[config.mk]
export PLATFORM = sky130hd
export DESIGN_NAME = grf_wport_arbiter
export DESIGN_NICKNAME = d
export VERILOG_FILES = /design/src/rtl/grf_wport_arbiter_pkg.sv /design/src/rtl/late_result_fifo.sv /design/src/rtl/grf_wport_arbiter.sv
export SDC_FILE = /design/constraint.sdc
export NUM_CORES = 1
export LEC_CHECK = 0
export BUFFER_PORTS_ARGS = -buffer_cell sky130_fd_sc_hd__buf_2
export CAP_MARGIN = 20
export CELL_PAD_IN_SITES_DETAIL_PLACEMENT = 1
export CELL_PAD_IN_SITES_GLOBAL_PLACEMENT = 1
export CORE_ASPECT_RATIO = 1.4
export CORE_UTILIZATION = 43
export DETAILED_ROUTE_END_ITERATION = 16
export GPL_TIMING_DRIVEN = 0
export PLACE_DENSITY = 0.92
export SLEW_MARGIN = 10
export SYNTH_ARGS = -nofsm -noshare
export SYNTH_HDL_FRONTEND = slang
export SYNTH_SLANG_ARGS = --single-unit
[constraint.sdc]
create_clock -name Clk -period 9.35 [get_ports Clk]
set_input_delay 0.4675 -clock Clk [delete_from_list [all_inputs] [get_ports Clk]]
set_output_delay 0.4675 -clock Clk [all_outputs]
set_load 0.02 [all_outputs]
[src/rtl/grf_wport_arbiter_pkg.sv]
// grf_wport_arbiter_pkg
//   Shared widths, the buffered late-result record, the arbiter FSM
//   encoding and the D-stage hazard helper used by grf_wport_arbiter
//   and late_result_fifo.
package grf_wport_arbiter_pkg;

  localparam int unsigned REG_W  = 5;
  localparam int unsigned DATA_W = 32;
  localparam int unsigned NREG   = 32;

  typedef struct packed {
    logic [REG_W-1:0]  a3;
    logic [DATA_W-1:0] wd;
    logic [DATA_W-1:0] pc;
  } late_entry_t;

  typedef enum logic {
    NORMAL = 1'b0,
    FORCE  = 1'b1
  } arb_state_e;

  // A nonzero source/destination is hazardous if a late write to it is
  // outstanding or is being issued this very cycle.
  function automatic logic reg_hazard(
    input logic [REG_W-1:0] r,
    input logic [NREG-1:0]  busy,
    input logic             iss_valid,
    input logic [REG_W-1:0] iss_a3
  );
    return (r != '0) && (busy[r] || (iss_valid && (iss_a3 == r)));
  endfunction

endpackage

[src/rtl/late_result_fifo.sv]
// late_result_fifo
//   Circular buffer of late-unit results waiting for the GRF write port.
//   DEPTH must be a power of two (pointers wrap naturally).
// Ports:
//   clk_i, rst_ni      clock, asynchronous active-low reset
//   push_i, data_i     enqueue request and record (ignored when full)
//   pop_i              dequeue request (ignored when empty)
//   data_o             current head record
//   count_o            number of occupied entries
//   full_o, empty_o    occupancy flags
module late_result_fifo
  import grf_wport_arbiter_pkg::*;
#(
  parameter  int unsigned DEPTH = 2,
  localparam int unsigned PTR_W = $clog2(DEPTH),
  localparam int unsigned CNT_W = $clog2(DEPTH) + 1
) (
  input  logic             clk_i,
  input  logic             rst_ni,
  input  logic             push_i,
  input  late_entry_t      data_i,
  input  logic             pop_i,
  output late_entry_t      data_o,
  output logic [CNT_W-1:0] count_o,
  output logic             full_o,
  output logic             empty_o
);

  late_entry_t      mem_q [DEPTH];
  logic [PTR_W-1:0] wr_ptr_q, wr_ptr_d;
  logic [PTR_W-1:0] rd_ptr_q, rd_ptr_d;
  logic [CNT_W-1:0] count_q, count_d;
  logic             do_push, do_pop;

  assign full_o  = (count_q == CNT_W'(DEPTH));
  assign empty_o = (count_q == '0);
  assign count_o = count_q;
  assign data_o  = mem_q[rd_ptr_q];

  assign do_push = push_i && !full_o;
  assign do_pop  = pop_i && !empty_o;

  always_comb begin
    wr_ptr_d = wr_ptr_q;
    rd_ptr_d = rd_ptr_q;
    count_d  = count_q;
    if (do_push) wr_ptr_d = wr_ptr_q + PTR_W'(1);
    if (do_pop)  rd_ptr_d = rd_ptr_q + PTR_W'(1);
    unique case ({do_push, do_pop})
      2'b10:   count_d = count_q + CNT_W'(1);
      2'b01:   count_d = count_q - CNT_W'(1);
      default: count_d = count_q;
    endcase
  end

  always_ff @(posedge clk_i or negedge rst_ni) begin
    if (!rst_ni) begin
      wr_ptr_q <= '0;
      rd_ptr_q <= '0;
      count_q  <= '0;
    end else begin
      wr_ptr_q <= wr_ptr_d;
      rd_ptr_q <= rd_ptr_d;
      count_q  <= count_d;
    end
  end

  // Storage needs no reset: the pointers/count define what is valid.
  always_ff @(posedge clk_i) begin
    if (do_push) mem_q[wr_ptr_q] <= data_i;
  end

endmodule

[src/rtl/grf_wport_arbiter.sv]
// grf_wport_arbiter
//   Owns the single GRF write port. The in-order W stage has priority;
//   late (out-of-order) results are buffered and drained whenever W does
//   not use the port. A starvation timer forces a one-cycle Hold of the W
//   stage so a blocked head always drains. A scoreboard of outstanding
//   late writes drives the D-stage stall.
// Ports:
//   Clk, Rst_n                         clock, asynchronous active-low reset
//   W_RFWr/W_A3/W_WD/W_PC              W-stage write request
//   Late_Req/Late_A3/Late_WD/Late_PC   late result offer
//   Late_Ready                         buffer accepts an offer this cycle
//   Iss_Valid/Iss_A3                   late op issue (marks dest busy)
//   D_A1/D_A2/D_A3                     D-stage register fields
//   Stall                              D-stage stall (combinational)
//   Hold                               freeze W stage (registered)
//   RFWr/A3/WD/WPC                     GRF write port
//   Busy                               outstanding late-write vector
module grf_wport_arbiter
  import grf_wport_arbiter_pkg::*;
#(
  parameter int unsigned DEPTH      = 2,
  parameter int unsigned STARVE_MAX = 4
) (
  input  logic              Clk,
  input  logic              Rst_n,
  input  logic              W_RFWr,
  input  logic [REG_W-1:0]  W_A3,
  input  logic [DATA_W-1:0] W_WD,
  input  logic [DATA_W-1:0] W_PC,
  input  logic              Late_Req,
  input  logic [REG_W-1:0]  Late_A3,
  input  logic [DATA_W-1:0] Late_WD,
  input  logic [DATA_W-1:0] Late_PC,
  output logic              Late_Ready,
  input  logic              Iss_Valid,
  input  logic [REG_W-1:0]  Iss_A3,
  input  logic [REG_W-1:0]  D_A1,
  input  logic [REG_W-1:0]  D_A2,
  input  logic [REG_W-1:0]  D_A3,
  output logic              Stall,
  output logic              Hold,
  output logic              RFWr,
  output logic [REG_W-1:0]  A3,
  output logic [DATA_W-1:0] WD,
  output logic [DATA_W-1:0] WPC,
  output logic [NREG-1:0]   Busy
);

  localparam int unsigned CNT_W  = $clog2(DEPTH) + 1;
  localparam int unsigned WAIT_W = $clog2(STARVE_MAX) + 1;
  localparam logic [WAIT_W-1:0] WAIT_LIMIT = WAIT_W'(STARVE_MAX - 1);

  arb_state_e        state_q, state_d;
  logic              hold_q, hold_d;
  logic [WAIT_W-1:0] wait_q, wait_d;
  logic [NREG-1:0]   busy_q, busy_d;

  late_entry_t       late_in, head;
  logic              fifo_push, fifo_pop, fifo_full, fifo_empty;
  logic [CNT_W-1:0]  fifo_count;

  logic              has_head, w_grant, drain_we, port_we;

  // ---------------------------------------------------------------- buffer
  assign late_in    = '{a3: Late_A3, wd: Late_WD, pc: Late_PC};
  assign Late_Ready = !fifo_full;
  assign fifo_push  = Late_Req && Late_Ready;

  late_result_fifo #(
    .DEPTH (DEPTH)
  ) u_fifo (
    .clk_i   (Clk),
    .rst_ni  (Rst_n),
    .push_i  (fifo_push),
    .data_i  (late_in),
    .pop_i   (fifo_pop),
    .data_o  (head),
    .count_o (fifo_count),
    .full_o  (fifo_full),
    .empty_o (fifo_empty)
  );

  // ----------------------------------------------------------------- grant
  assign has_head = !fifo_empty;
  assign w_grant  = W_RFWr && (W_A3 != '0) && !hold_q;
  assign fifo_pop = has_head && !w_grant;
  // A buffered $0 result consumes its drain slot but never writes.
  assign drain_we = fifo_pop && (head.a3 != '0);

  always_comb begin
    port_we = 1'b0;
    A3      = '0;
    WD      = '0;
    WPC     = '0;
    if (w_grant) begin
      port_we = 1'b1;
      A3      = W_A3;
      WD      = W_WD;
      WPC     = W_PC;
    end else if (fifo_pop) begin
      port_we = drain_we;
      A3      = head.a3;
      WD      = head.wd;
      WPC     = head.pc;
    end
  end

  // Reset is asynchronous; the write enable is masked while it is asserted
  // so a pending W request cannot reach the GRF during reset.
  assign RFWr = Rst_n && port_we;

  // ------------------------------------------------------------ starvation
  always_comb begin
    wait_d = wait_q;
    if (!has_head || fifo_pop) begin
      wait_d = '0;
    end else if (wait_q != WAIT_LIMIT) begin
      wait_d = wait_q + WAIT_W'(1);
    end
  end

  always_comb begin
    state_d = state_q;
    unique case (state_q)
      NORMAL: begin
        if (has_head && w_grant && (wait_q == WAIT_LIMIT)) state_d = FORCE;
      end
      FORCE:   state_d = NORMAL;
      default: state_d = NORMAL;
    endcase
    hold_d = (state_d == FORCE);
  end

  assign Hold = hold_q;

  // ------------------------------------------------------------ scoreboard
  // Clear precedes set so an issue to a register draining this cycle wins.
  always_comb begin
    busy_d = busy_q;
    if (drain_we) busy_d[head.a3] = 1'b0;
    if (Iss_Valid && (Iss_A3 != '0)) busy_d[Iss_A3] = 1'b1;
    busy_d[0] = 1'b0;
  end

  assign Busy  = busy_q;
  assign Stall = Rst_n && (reg_hazard(D_A1, busy_q, Iss_Valid, Iss_A3) ||
                           reg_hazard(D_A2, busy_q, Iss_Valid, Iss_A3) ||
                           reg_hazard(D_A3, busy_q, Iss_Valid, Iss_A3));

  // ------------------------------------------------------------- registers
  always_ff @(posedge Clk or negedge Rst_n) begin
    if (!Rst_n) begin
      state_q <= NORMAL;
      hold_q  <= 1'b0;
      wait_q  <= '0;
      busy_q  <= '0;
    end else begin
      state_q <= state_d;
      hold_q  <= hold_d;
      wait_q  <= wait_d;
      busy_q  <= busy_d;
    end
  end

  a_fifo_flags : assert property (@(posedge Clk) disable iff (!Rst_n)
    fifo_empty == (fifo_count == '0));

endmodule

==> flow_summary_export.csv, run 1 <==
group,metric,value,unit
synthesis,ys_async_sr_fraction,22.0,%
worst_setup_path,reg2reg_slack,6870,ps
drt,drc,0,
timing,maxSlewViolCount,0,
run_status,status,"finished clean",
timing,hold_violations,0,
synthesis,ys_seq_area_share,61.3,%
floorplanning,die_y,167,µm
layout,area_growth,27.7,%
drt,drt_iter0_markers,400,
drt,wl,28.5,mm
global_route,grt_max_degree,45,
synthesis,synth_edf_count,138,
power,ir_worst_vdd,168,µV
flow_run,drv_cap,0,
timing,rsz0062_at_grt,"false",
worst_setup_path,endpoint_kind,"output port",
layout,layout-drive-gt1-share,34.2,%
global_route,grt_pass1_vias,7625,
power,power_leakage,0.00442,µW
worst_setup_path,crit_arrival,3070,ps
clock_network,clk_latency,430,ps
global_route,busiest_layer,"met2",
clock_network,cts_resized,0,
worst_hold_path,hp-class,"input pin to async pin",
global_route,grt.met3_usage,5.58,%
floorplanning,die_w,120,µm
clock_network,clockRootBuffer,"clkbuf_16",
worst_setup_path,r2r_cells,6,
place,globalplace.congestion,0.917,
clock_network,cts_sinks,177,
worst_setup_path,critPathMaxFanout,10,
clock_network,path_clk_slew,70,ps
clock_network,clock_path_buffers,2,
worst_setup_path,cp-start-kind,"flip-flop",
floorplanning,initial_core_util,44.3,%
synthesis,ys_warn_count,0,
floorplanning,rows,59,
synthesis,synth_top_area_share,49.7,%
timing,period_share,37.8,%
timing,setup_viol,0,
global_route,grt_overflow,0,
global_route,met2_usage,54.9,%
synthesis,yosys-top-cells-area,"edfxtp_1 (50%), dfrtp_1 (12%), mux2i_1 (9.6%)",
timing,finClkSkew,12.3,ps
worst_setup_path,worst-setup-path-type,"flip-flop to output port",
timing,tightest_slew,998,ps
global_route,grt_pass1_wl,42.7,mm
timing,relSlewSlack,33.4,%
worst_setup_path,worstReg2RegStart,"u_fifo.rd_ptr_q",
timing,whs,212,ps
drt,firstDrtPassIters,5,
worst_setup_path,timing.rr.end,"Busy[8]",
clock_network,cts_setup_buffers,0,
clock_network,htree_num_levels,4,
drt,wl_per_cell,23.8,µm
timing,fmax,283,MHz
synthesis,syn_avg_cell_area,12.7,µm²
global_route,antenna_found_initial,4,
synthesis,ys.flop_type,"edfxtp_1",
drt,via_per_inst,5.82,
synthesis,synth_top_area_cell,"edfxtp_1",
synthesis,synth_area,8350,µm²
drt,vias,6975,
clock_network,cts_made_buffers,17,
synthesis,synthDistinctLibCells,49,
synthesis,syn_inst,659,
drt,antenna_left,0,
layout,final_net_count,1105,
floorplanning,ios,268,
synthesis,syn-num-nets,825,
synthesis,ys_ff_latch,177,
place,io_buffers,258,
global_route,gr-usage-all-layers,28.7,%
worst_setup_path,required,8880,ps
global_route,grt_util_met1,28.8,%
power,power_density,307,nW/µm²
floorplanning,die_area,20000,µm²
clock_network,cts_hold_buf,0,
timing,finalSetupTns,0,ps
clock_network,cts_tree,"built",
timing,layout_min_cycle_time,3540,ps
floorplanning,core,18800,µm²
place,dp_hpwl,20.3,mm
## where the power goes
part	leakage (µW)	internal [µW]	switching [µW]
Clock	0.000301	454	319
Sequential	0.00176	1090	162
Combinational	0.00236	451	791
Total	0.00442	2000	1270
## stage by stage
stage	total power [µW]	setup WS (ps)	instances	util, %	instance area [µm²]
final	3270	5810	1199	56.6	10700
after floorplan	2000	5140	659	-	8350
after global placement	2410	3680	1161	52.8	9940
after detailed placement	2480	6060	1164	53.2	10000
after CTS	3270	5710	1196	56.6	10600
after global routing	3400	5640	1199	56.6	10700
## worst max-delay path, cell delays in order, from the launching register on
cell,delay (ps)
dfrtp_1,380
nor2b_1,320
o21a_1,260
clkbuf_1,620
clkbuf_1,500
nand2_1,170
o21ai_0,150
buf_2,220
## worst max-delay path by stage
stage | endpoint | startpoint | cells past startpoint
6_report | WPC[3] | Hold | 7
5_1_grt | WPC[3] | Hold | 7
4_1_cts | WPC[3] | Hold | 7
3_5_place_dp | Stall | D_A3[0] | 8
3_3_place_gp | u_fifo.mem_q[0][10] | u_fifo.count_o[0] | 3
2_1_floorplan | u_fifo.mem_q[0][0] | u_fifo.count_o[0] | 3
## sequential cells by signal, indices dropped and copies added (netlist names)
signal / cells
u_fifo.wr_ptr_q: 1
u_fifo.mem_q: 138
u_fifo.rd_ptr_q: 1
u_fifo.count_o: 2
Busy: 31
wait_q: 3
Hold: 1
## cell type report
| type | instances | area [µm²] |
|---|---|---|
| Clock inverter | 13 | 199 |
| Fill cell | 2041 | 8170 |
| Buffer | 38 | 156 |
| Tap cell | 244 | 305 |
| Antenna cell | 3 | 7.51 |
| Multi-Input combinational cell | 435 | 3050 |
| Timing Repair Buffer | 261 | 1350 |
| Clock buffer | 19 | 433 |
| Inverter | 9 | 33.8 |
| Sequential cell | 177 | 5120 |
## synthesized netlist by cell type, types with 2 or more instances
cell and instances:
ha_1 3, buf_2 2, o21a_1 2, buf_1 6
and3_1 2, nand2_1 86, o21ai_1 10, a2111oi_0 3
nand3b_1 7, inv_1 9, dfrtp_1 39, nor2_1 16
mux4_2 17, xor2_1 14, nor4_1 4, mux2_2 6
o41ai_1 2, o31ai_1 4, edfxtp_1 138, xnor2_1 7
or3b_2 4, a21oi_1 3, a31oi_1 4, mux2i_1 80
nor2b_1 6, nand3_1 10, o21ai_0 121, o211ai_1 3
or4_1 3, nor3_1 2, clkbuf_1 28
## cell usage in the layout (no fill, tap or decap), types with 14 or more instances in the layout
master,count
o21ai_0,121
clkbuf_1,30
dfrtp_1,39
xor2_1,14
clkbuf_16,17
edfxtp_1,138
buf_2,260
nand2_1,86
mux2i_1,80
nor2_1,15
mux4_2,17
## logic make-up after synthesis
group	after synthesis	synth area share, %
adders and majority gates	3	0.450
DFF	177	61.3
buffers and inverters	47	2.28
and+or+nand+nor	148	8.29
other	1	0.0449
muxes	103	15.0
xor gates and xnor gates	21	2.20
AOI/OAI and AO/OA	159	10.4
## layer usage
metal  vias to the layer above  part of all wire [%]
met5                         -                 0.046
met4                         2                   4.6
met3                        89                   5.9
met2                       363                    56
met1                      3471                    34
li1                       3050                     -
Power figures use the tool's default switching activity.
==> run 2: changes to the inputs <==
Settings changed: CORE_UTILIZATION 43 to 40, PLACE_DENSITY 0.92 to 0.87.
Clock period 9.35 ns to 3.7 ns, I/O delays scaled along.
==> run 2 against run 1 <==
  * Sequential power rose to 2.5 times the previous value
  * Final cell count rose by 6.8%
  * Via count increased by 2.8%
  * Routed wire length is 3.7% higher
  * Core utilization down 1.2 points
  * Die area rose by 7.4%
  * Worst setup slack lost 5400 ps
  * Combinational power grew to 2.6 times the previous value
  * Clock power up 130%
  * Global-route usage down 0.43 points
  * Sequential share of layout area shrank 3.0 points
  * Critical path type unchanged
  * Critical endpoint is now WPC[10]
==> flow_summary_export.csv, run 2 (synthesized netlist as in run 1, its figures left out) <==
group,metric,value,unit
run_status,status,"finished clean",
place,io_buffers,258,
drt,wl,29.6,mm
power,pwr-share-comb,39.1,%
worst_setup_path,crit_family,"buffers and inverters",
worst_setup_path,worst-setup-path-type,"flip-flop to output port",
worst_setup_path,cp-start-kind,"flip-flop",
timing,tightest_slew,837,ps
global_route,grt_pass1_vias,7802,
power,p_clk_share,22.1,%
timing,layout_min_cycle_time,3320,ps
power,ir_worst_vdd,501,µV
timing,hold_violations,0,
layout,layout_commonest_cell,"buf_2",
clock_network,clock_path_buffers,2,
clock_network,cts_setup_buffers,0,
global_route,grt_max_degree,47,
floorplanning,rows,62,
layout,most-common-layout-cells,"buf_2 (260), edfxtp_1 (138), o21ai_0 (121), nand2_1 (86), mux2i_1 (80)",
power,power_leakage,0.00472,µW
power,power.internal,4870,µW
global_route,grt_pass1_wl,44.5,mm
global_route,gr-usage-all-layers,28.3,%
layout,area_growth,36.0,%
worst_setup_path,required,3510,ps
global_route,grt_overflow,0,
clock_network,htree_num_levels,4,
worst_setup_path,critPathMaxFanout,10,
layout,regMostFlops,"u_fifo.mem_q",
floorplanning,die_w,124,µm
drt,via_per_inst,5.60,
timing,finClkSkew,10.0,ps
floorplanning,core,20500,µm²
drt,firstDrtPassIters,4,
layout,final_net_count,1176,
place,dp_hpwl,19.7,mm
flow_run,drv_cap,0,
layout,fillers,2193,
timing,maxSlewViolCount,0,
timing,rsz0062_at_grt,"false",
floorplanning,ios,268,
timing,finalSetupTns,0,ps
clock_network,clockRootBuffer,"clkbuf_16",
floorplanning,die_area,21500,µm²
clock_network,cts_hold_buf,70,
timing,relSlewSlack,44.2,%
clock_network,clk_latency,440,ps
worst_setup_path,endpoint_kind,"output port",
floorplanning,die_y,173,µm
timing,setup_viol,0,
layout,largest_reg_flops,138,
power,switching_share,40.4,%
clock_network,cts_resized,0,
worst_setup_path,crit_arrival,3140,ps
layout,layout-drive-gt1-share,32.2,%
place,globalplace.congestion,0.911,
power,pwr-share-seq,38.8,%
worst_setup_path,slowest_stage,"clkbuf_1",
clock_network,cts_made_buffers,17,
drt,drt_iter0_markers,360,
clock_network,path_clk_slew,70,ps
clock_network,cts_tree,"built",
worst_setup_path,crit_buf_inv,3,
worst_setup_path,cp_common_cell,"clkbuf_1",
clock_network,cts_sinks,177,
global_route,antenna_found_initial,1,
drt,antenna_left,0,
layout,final_core_util,55.4,%
drt,vias,7168,
layout,fin_area,11400,µm²
drt,wl_per_cell,23.1,µm
timing,fmax,301,MHz
worst_hold_path,hp-class,"input pin to async pin",
power,power_density,719,nW/µm²
timing,period_share,89.8,%
power,p_sw,3300,µW
worst_setup_path,slowest_delay,640,ps
place,placed_area,10000,µm²
worst_setup_path,path_cells,"nor2b_1, o21a_1, clkbuf_1, clkbuf_1, nand2_1, o21ai_0, buf_2",
drt,drc,0,
floorplanning,initial_core_util,40.8,%
==> run 2: layout make-up <==
cell class	instances	area [µm²]	area share, %
sequential	177	5120	45.1
multi-input combinational	435	3050	26.8
timing repair buffer	332	2080	18.3
clock buffer	17	425	3.75
tap	256	320	2.82
clock inverter	15	166	1.47
buffer	38	156	1.38
inverter	9	33.8	0.298
antenna	1	2.50	0.0220
==> run 2: worst paths after layout <==
check / start / endpoint / slack [ps] / cells after the start
min in group Clk: Late_Req / u_fifo.wr_ptr_q / 160 / 3
worst max register to register: u_fifo.rd_ptr_q / Busy[24] / 1360 / 6
worst min register to register: wait_q[2] / wait_q[2] / 530 / 2
worst min-delay path: Rst_n / Busy[24] / 150 / 2
worst max-delay path: Hold / WPC[10] / 380 / 7
max in group asynchronous: Rst_n / Busy[15] / 3070 / 3
==> run 2: layer usage <==
metal | part of all wire [%] | GRT usage, %
met3 | 5.9 | 6.20
met4 | 3.5 | 12.4
met5 | 0 | 0
met1 | 36 | 30.5
met2 | 55 | 51.6
==> run 2: power groups by stage <==
stage / Sequential [µW] / Clock (µW) / Combinational, µW
6_report: 3170 / 1810 / 3190
5_1_grt: 3220 / 1890 / 3420
4_1_cts: 3140 / 1810 / 3150
3_5_place_dp: 3180 / 0 / 3080
3_3_place_gp: 3170 / 0 / 2930
2_1_floorplan: 3270 / 0 / 1780
==> run 2: worst reg2reg max path, cell delays in order (launching register included) <==
cell and delay (ps):
dfrtp_1 400, buf_2 290, mux2i_1 600, nand2_1 220
or3_4 470, o21ai_1 140, o21ai_1 90
==> run 2: per-stage QoR <==
stage	total power (µW)	worst slack, ps	hold slack (ps)	std cells
floorplan	5050	649	-111	659
CTS	8100	485	154	1278
finish	8170	379	151	1280
global route	8530	274	159	1280
detailed placement	6260	968	377	1176
global placement	6100	-251	373	1173
==> run 3: changes to the inputs <==
Settings changed: RECOVER_POWER from default to 50.
==> run 3 against run 2 <==
  * Count of clock-buffer cells in the layout is the same
  * Final cell count did not move
  * Design area shrank 1.0%
  * Hold slack improved by 5.4 ps
  * Sequential cell count did not move
  * Global-route usage unchanged
  * Routed wire length increased by 0.20%
  * Power fell by 0.58%
==> flow_summary_export.csv, run 3 (synthesized netlist as in run 1, its figures left out) <==
group,metric,value,unit
floorplanning,ios,268,
timing,tightest_slew,1260,ps
flow_run,drv_cap,0,
drt,wl_per_cell,23.2,µm
floorplanning,die_area,21500,µm²
floorplanning,core,20500,µm²
worst_setup_path,worst-setup-path-type,"flip-flop to output port",
place,dpl.cell_count,1176,
place,post-place-ws,968,ps
clock_network,path_clk_slew,70,ps
timing,layout_min_cycle_time,3280,ps
place,dp_hpwl,19.7,mm
timing,finClkSkew,10.7,ps
worst_setup_path,timing.rr.end,"Busy[20]",
layout,largest_reg_flops,138,
timing,fmax,305,MHz
worst_setup_path,required,3510,ps
timing,timing.final.ws_setup,421,ps
floorplanning,rows,62,
worst_hold_path,hp-class,"input pin to flip-flop",
clock_network,clk_latency,440,ps
drt,antenna_left,0,
worst_setup_path,crit_arrival,3090,ps
layout,regMostFlops,"u_fifo.mem_q",
global_route,gr-usage-all-layers,28.3,%
layout,most-common-layout-cells,"buf_2 (171), edfxtp_1 (138), o21ai_0 (121), clkbuf_1 (116), nand2_1 (86)",
worst_setup_path,cp-start-kind,"flip-flop",
layout,final_net_count,1176,
layout,area_growth,34.6,%
timing,period_share,88.6,%
clock_network,cts_resized,0,
run_status,status,"finished clean",
floorplanning,die_y,173,µm
power,power_density,723,nW/µm²
drt,vias,7139,
layout,layout-drive-gt1-share,23.4,%
floorplanning,initial_core_util,40.8,%
drt,wl,29.6,mm
worst_setup_path,reg2reg_slack,1370,ps
clock_network,cts_sinks,177,
global_route,grt_pass1_wl,44.5,mm
timing,rsz0062_at_grt,"false",
drt,drc,0,
layout,layout_commonest_cell,"buf_2",
clock_network,cts_tree,"built",
drt,via_per_inst,5.58,
layout,final_cells,1280,
worst_setup_path,r2r_cells,6,
place,io_buffers,258,
clock_network,cts_made_buffers,17,
worst_setup_path,worstReg2RegStart,"u_fifo.rd_ptr_q",
place,globalplace.congestion,0.911,
timing,relSlewSlack,15.9,%
worst_setup_path,endpoint_kind,"output port",
clock_network,clock_path_buffers,2,
worst_setup_path,critPathMaxFanout,10,
global_route,antenna_found_initial,1,
power,ir_worst_vdd,499,µV
timing,hold_violations,0,
timing,setup_viol,0,
global_route,grt_pass1_vias,7802,
timing,maxSlewViolCount,0,
global_route,grt_overflow,0,
drt,drt_iter0_markers,402,
worst_setup_path,crit_start,"Hold",
worst_setup_path,crit_end,"WD[28]",
floorplanning,die_w,124,µm
clock_network,clockRootBuffer,"clkbuf_16",
global_route,grt_max_degree,47,
clock_network,htree_num_levels,4,
power,power_leakage,0.00446,µW
drt,firstDrtPassIters,5,
[run 3: area by class of cell]
type                       count  area [µm²]
timing repair buffer         332        1970
multi-input combinational    435        3040
buffer                        38         156
sequential                   177        5120
antenna                        1        2.50
clock inverter                15         166
clock buffer                  17         425
fill                        2239        9240
tap                          256         320
inverter                       9        33.8
[run 3: through the flow]
| stage | TNS (ps) | hold WS (ps) | instance area [µm²] | utilization [%] | total power [µW] |
|---|---|---|---|---|---|
| 3_5_place_dp | 0 | 377 | 10000 | 49.0 | 6260 |
| 2_1_floorplan | 0 | -111 | 8350 | - | 5050 |
| 3_3_place_gp | -16870 | 373 | 9960 | 48.6 | 6100 |
| 4_1_cts | 0 | 154 | 11300 | 55.3 | 8100 |
| 5_1_grt | 0 | 155 | 11200 | 54.9 | 8480 |
| 6_report | 0 | 156 | 11200 | 54.9 | 8120 |
[run 3: how the worst min path moves through the flow]
stage | startpoint | slack, ps | to | depth (start not counted)
global route | Late_Req | 160 | u_fifo.wr_ptr_q | 3
detailed placement | Late_PC[21] | 380 | u_fifo.mem_q[1][21] | 1
global placement | Late_PC[27] | 370 | u_fifo.mem_q[1][27] | 1
CTS | Late_Req | 150 | u_fifo.wr_ptr_q | 3
finish | Late_Req | 160 | u_fifo.wr_ptr_q | 3
floorplan | Rst_n | -110 | Busy[10] | 0
[run 3: timing repair]
action,4_1_cts,5_1_grt
buffers inserted,0,0
hold endpoints to repair,177,0
hold buffers,70,0
[run 3: power breakdown]
part / switching (µW) / internal (µW) / leakage (µW)
combinational: 2000 / 1140 / 0.00241
clock: 899 / 909 / 0.000292
sequential: 409 / 2770 / 0.00176
[run 3: critical path, stage by stage (launching register included)]
cell	delay, ps
dfrtp_1	390
nor2b_1	300
o21a_1	270
clkbuf_1	630
clkbuf_1	500
nand2_1	130
o21ai_0	190
buf_2	240
[run 3: metal layers]
metal,wire length (µm),vias up,GRT usage [%]
li1,-,3185,-
met1,10600,3558,30.5
met2,16200,325,51.6
met3,1780,71,6.20
met4,1070,0,12.4
met5,0,-,0
